### src/rtl/mo_line_feeder.sv
`default_nettype none
`timescale 1ns/1ps
// ==== mo_line_feeder : motion-object pixel serialiser, line-buffer address and buffer-select generator ====
// ==== Revision 1.0 ====
module mo_line_feeder #(
   parameter logic [2:0] TRANSP = 3'b111
) (
   input  logic        clk,
   input  logic        reset_n,
   input  logic        ce_pix,
   input  logic        hline,
   input  logic        obj_valid,
   output logic        obj_ready,
   input  logic [7:0]  obj_x,
   input  logic [23:0] obj_gfx,
   input  logic        obj_flip,
   input  logic        obj_prio,
   output logic [2:0]  ar,
   output logic        sr7,
   output logic        dip2,
   output logic [7:0]  addr1,
   output logic [7:0]  addr2,
   output logic        busy
);

   typedef enum logic [0:0] {S_IDLE = 1'b0, S_DRAW = 1'b1} state_t;

   state_t      r_state, w_state;
   logic [2:0]  r_pcnt, w_pcnt;
   logic [23:0] r_gfx, w_gfx;
   logic        r_flip, w_flip;
   logic        r_prio, w_prio;
   logic [7:0]  r_x, w_x;
   logic [7:0]  r_wr_addr, w_wr_addr;
   logic [2:0]  r_ar, w_ar;
   logic        r_sr7, w_sr7;
   logic        r_dip2, w_dip2;
   logic [7:0]  r_dcnt, w_dcnt;
   logic        r_pix_on, w_pix_on;

   logic [2:0]  w_idx;
   logic [4:0]  w_sh;
   logic [2:0]  w_pix;
   logic        w_accept;

   assign obj_ready = (r_state == S_IDLE) || (r_pcnt == 3'd7);
   assign w_accept  = obj_valid && obj_ready && !hline;

   assign w_idx = r_flip ? (3'd7 - r_pcnt) : r_pcnt;
   assign w_sh  = {1'b0, w_idx, 1'b0} + {2'b00, w_idx};
   assign w_pix = r_gfx[5'd21 - w_sh +: 3];

   // The write address is loaded from the latched start position when pixel 0
   // is emitted, so the previous row's last pixel keeps its own address.
   always_comb begin
      w_state   = r_state;
      w_pcnt    = r_pcnt;
      w_gfx     = r_gfx;
      w_flip    = r_flip;
      w_prio    = r_prio;
      w_x       = r_x;
      w_wr_addr = r_wr_addr;
      w_ar      = r_ar;
      w_sr7     = r_sr7;
      w_dip2    = r_dip2;
      w_dcnt    = r_dcnt + 8'd1;
      w_pix_on  = r_pix_on;
      if (hline) begin
         w_state  = S_IDLE;
         w_ar     = TRANSP;
         w_sr7    = 1'b0;
         w_pix_on = 1'b0;
         w_dip2   = ~r_dip2;
         w_dcnt   = 8'd0;
      end else begin
         case (r_state)
            S_DRAW: begin
               w_ar      = w_pix;
               w_sr7     = r_prio;
               w_pix_on  = 1'b1;
               w_wr_addr = (r_pcnt == 3'd0) ? r_x : r_wr_addr + 8'd1;
               w_pcnt    = r_pcnt + 3'd1;
               if (r_pcnt == 3'd7) w_state = S_IDLE;
            end
            default: begin
               w_ar     = TRANSP;
               w_sr7    = 1'b0;
               w_pix_on = 1'b0;
            end
         endcase
         if (w_accept) begin
            w_gfx   = obj_gfx;
            w_flip  = obj_flip;
            w_prio  = obj_prio;
            w_x     = obj_x;
            w_pcnt  = 3'd0;
            w_state = S_DRAW;
         end
      end
   end

   always_ff @(posedge clk or negedge reset_n) begin
      if (!reset_n) begin
         r_state   <= S_IDLE;
         r_pcnt    <= 3'd0;
         r_gfx     <= 24'd0;
         r_flip    <= 1'b0;
         r_prio    <= 1'b0;
         r_x       <= 8'd0;
         r_wr_addr <= 8'd0;
         r_ar      <= TRANSP;
         r_sr7     <= 1'b0;
         r_dip2    <= 1'b0;
         r_dcnt    <= 8'd0;
         r_pix_on  <= 1'b0;
      end else if (ce_pix) begin
         r_state   <= w_state;
         r_pcnt    <= w_pcnt;
         r_gfx     <= w_gfx;
         r_flip    <= w_flip;
         r_prio    <= w_prio;
         r_x       <= w_x;
         r_wr_addr <= w_wr_addr;
         r_ar      <= w_ar;
         r_sr7     <= w_sr7;
         r_dip2    <= w_dip2;
         r_dcnt    <= w_dcnt;
         r_pix_on  <= w_pix_on;
      end
   end

   // busy also covers the final pixel period, while the last code is still on ar.
   assign busy  = (r_state == S_DRAW) || r_pix_on;
   assign ar    = r_ar;
   assign sr7   = r_sr7;
   assign dip2  = r_dip2;
   assign addr1 = r_dip2 ? r_dcnt : r_wr_addr;
   assign addr2 = r_dip2 ? r_wr_addr : r_dcnt;

endmodule
`default_nettype wire

### config.mk
export PLATFORM = sky130hd
export DESIGN_NAME = mo_line_feeder
export DESIGN_NICKNAME = d
export VERILOG_FILES = /design/src/rtl/mo_line_feeder.sv
export SDC_FILE = /design/constraint.sdc
export NUM_CORES = 1
export LEC_CHECK = 0
export CORE_MARGIN = 2
export CORE_UTILIZATION = 53
export DETAILED_ROUTE_END_ITERATION = 10
export PLACE_DENSITY = 0.8
export SYNTH_ARGS = -nofsm -noshare
export SYNTH_HDL_FRONTEND = slang
export SYNTH_SLANG_ARGS = --single-unit
### constraint.sdc
create_clock -name clk -period 3.6 [get_ports clk]
set_input_delay 0.72 -clock clk [delete_from_list [all_inputs] [get_ports clk]]
set_output_delay 0.72 -clock clk [all_outputs]
set_load 0.01 [all_outputs]
==> results_dict.tcl <==
set metrics [dict create \
    cts_max_path_buffers 2 \
    crit_chain "inv_1, ha_1, inv_1, fa_1, mux4_2, or2_2, a41oi_1, o221ai_1" \
    cts_made_buffers 9 \
    finalSetupTns_ns 0 \
    cts-resized-gates 0 \
    boundaryPins 62 \
    hold_viol 0 \
    nets 443 \
    grt_use_total 0.243 \
    antenna_found_initial 0 \
    grt_pass1_vias 2873 \
    ys_seq_area_frac 0.422 \
    cts_setup_buffers 0 \
    arrival_ns 3.58 \
    grt_overflow 0 \
    holdCritPathClass "input port to async pin" \
    yosysTopAreaCellShare 0.400 \
    crit_type "flop to flop" \
    rows 29 \
    path_common_cell "inv_1" \
    share_comb_of_total_power 0.551 \
    hold_buffers 0 \
    avgSynthCellArea_sq_um 10.5 \
    ir_drop_mv 0.469 \
    drc_errors 0 \
    crit_start "r_pcnt[0]" \
    path_clk_slew_ns 0.07 \
    yosysWarningCount 0 \
    p_per_area_nw_per_um2 894 \
    multi_input_area_sq_um 1920 \
    dp_cells 463 \
    place_hpwl_um 6050 \
    clock_skew_ns 0.00768 \
    firstDrtPassIters 5 \
    power_w 0.00394 \
    core-area_sq_um 6420 \
    fmax_ghz 0.300 \
    leakage_nw 1.84 \
    synth.area.top_cells "dfrtp_1 (40%), mux2_2 (16%), nand2_1 (4.0%)" \
    syn2layout_area_growth_pct 23.7 \
    async_flop_share 1.00 \
    routed_wl_um 8340 \
    grt_max_degree 37 \
    diodes 0 \
    vias 2897 \
    critPathBufInv 2 \
    cp_top_family "adder cells" \
    min_period_ns 3.33 \
    crit_cells 8 \
    gp_congestion 0.932 \
    h-tree-depth 3 \
    seq_power_share 0.289 \
    r2r_end "ar[1]" \
    die-height_um 86.0 \
    power_switching_w 0.00161 \
    critPathMaxFanout 14 \
    critPathLaunchType "flop" \
    max_stage_delay_ns 0.92 \
    setup_viol 0 \
    worstReg2RegStart "r_pcnt[0]" \
    root_buffer "clkbuf_8" \
    synthesis.nets 386 \
    internal-power_w 0.00233 \
    syn_inst 340 \
    status "finished, final reports clean" \
    ant_nets 0 \
    final.period_utilization 0.925 \
    layoutNonFillerInstCount 479 \
    drv_cap 0 \
    power_frac_clock 0.161 \
    r2r_setup_slack_ns 0.27 \
    die_w_um 86.0 \
    ys_top_cells_by_count "dfrtp_1 (57), mux2_2 (52), nand2_1 (38)" \
    syn-cell-area_sq_um 3560 \
    ys_seq_elements 60 \
    yosysMostFrequentCell "dfrtp_1" \
    worstPathRequired_ns 3.85 \
    drive_gt1_frac 0.231 \
    yosys.area.top_type "dfrtp_1" \
    slew_viol_final 0 \
    yosys.cell_types.count 54 \
    fin_util 0.686 \
    tightest_slew_ns 0.843 \
    clk-insertion-delay-late_ns 0.35 \
    cp-end-kind "flop" \
    regArea_sq_um 1510 \
    cts_tree "built" \
    slew-limit-headroom 0.438 \
    vias_per_cell 6.05 \
    dieArea_sq_um 7400 \
    port_buffers 61 \
    synth-edff-count 0 \
    wl_per_cell_um 17.4 \
    start_util 0.555 \
    grt_pass1_wl_um 14100 \
    synth-main-ff-cell "dfrtp_1" \
    endpoint "ar[1]" \
    n_fill_cell 494 \
    drt_iter0_drc 200 \
    cp_slowest_cell "fa_1" \
    rsz0062_at_grt "no" \
    reg2regPathDepth 8 \
    swShare 0.409 \
    cts_sinks 60 \
]
[cells by family after synthesis]
| kind of cell | Yosys count | synth area share |
|---|---|---|
| AND/OR/NAND/NOR | 107 | 0.150 |
| AO/OA/AOI/OAI | 66 | 0.122 |
| multiplexers | 65 | 0.216 |
| flip-flops | 60 | 0.422 |
| buffers and inverters | 28 | 0.0386 |
| XOR/XNOR | 7 | 0.0246 |
| adder cells (fa/ha/maj) | 7 | 0.0267 |
[worst min-delay path by stage]
stage,end,slack (ns),depth (start not counted)
floorplan,dip2,0.42,0
global placement,r_pix_on,0.45,1
detailed placement,r_pix_on,0.47,1
CTS,r_pix_on,0.48,1
global route,r_pix_on,0.50,1
finish,r_gfx[14],0.47,1
[layout make-up]
| type | instances | share of cell area |
|---|---|---|
| clock inverters | 6 | 0.0159 |
| flip-flops and latches | 60 | 0.342 |
| multi-input cells | 252 | 0.436 |
| clock buffers | 10 | 0.0312 |
| well taps | 77 | 0.0219 |
| inverters | 7 | 0.00596 |
| repair buffers | 67 | 0.148 |
[routing by layer]
metal | routed length, um | share of wire | vias to the layer above | GRT usage
li1 | - | - | 1349 | -
met5 | 0 | 0 | - | 0
met1 | 3750 | 0.45 | 1435 | 0.332
met2 | 4020 | 0.48 | 97 | 0.378
met3 | 431 | 0.052 | 16 | 0.0568
met4 | 136 | 0.016 | 0 | 0.0909
[metrics by stage]
| step | area (sq um) | hold WS, ns | setup slack (ns) |
|---|---|---|---|
| 2_1_floorplan | 3560 | 0.424 | 0.753 |
| 3_3_place_gp | 4200 | 0.452 | 0.429 |
| 3_5_place_dp | 4200 | 0.470 | 0.301 |
| 4_1_cts | 4410 | 0.484 | 0.269 |
| 5_1_grt | 4410 | 0.500 | 0.0621 |
| 6_report | 4410 | 0.471 | 0.272 |
[registers in the layout, summed over array words and instances, names as in the netlist, 3 cells and up]
name,cells
ar,3
r_x,8
r_pcnt,3
r_dcnt,8
r_wr_addr,8
r_gfx,24
[cells in the final DEF (no fill, tap or decap), types with 7 or more instances in the layout]
cell             synthesis  final
nand2_1                 38     38
clkdlybuf4s50_1          0     60
a21oi_1                 16     16
mux2_2                  52     52
nand3_1                 19     19
clkbuf_8                 0     10
nor2_1                  16     16
inv_1                    7      7
dfrtp_1                 57     57
mux2i_1                  7      7
o21ai_0                 18     18
[power groups by stage]
stage | Combinational [W] | Sequential, W | Clock (W)
after detailed placement | 0.00214 | 0.00114 | 0
after global routing | 0.00235 | 0.00117 | 0.000675
after floorplan | 0.00165 | 0.00101 | 0
final | 0.00217 | 0.00114 | 0.000633
after global placement | 0.00212 | 0.00113 | 0
after CTS | 0.00215 | 0.00113 | 0.000645
(Power assumes the default switching activity.)
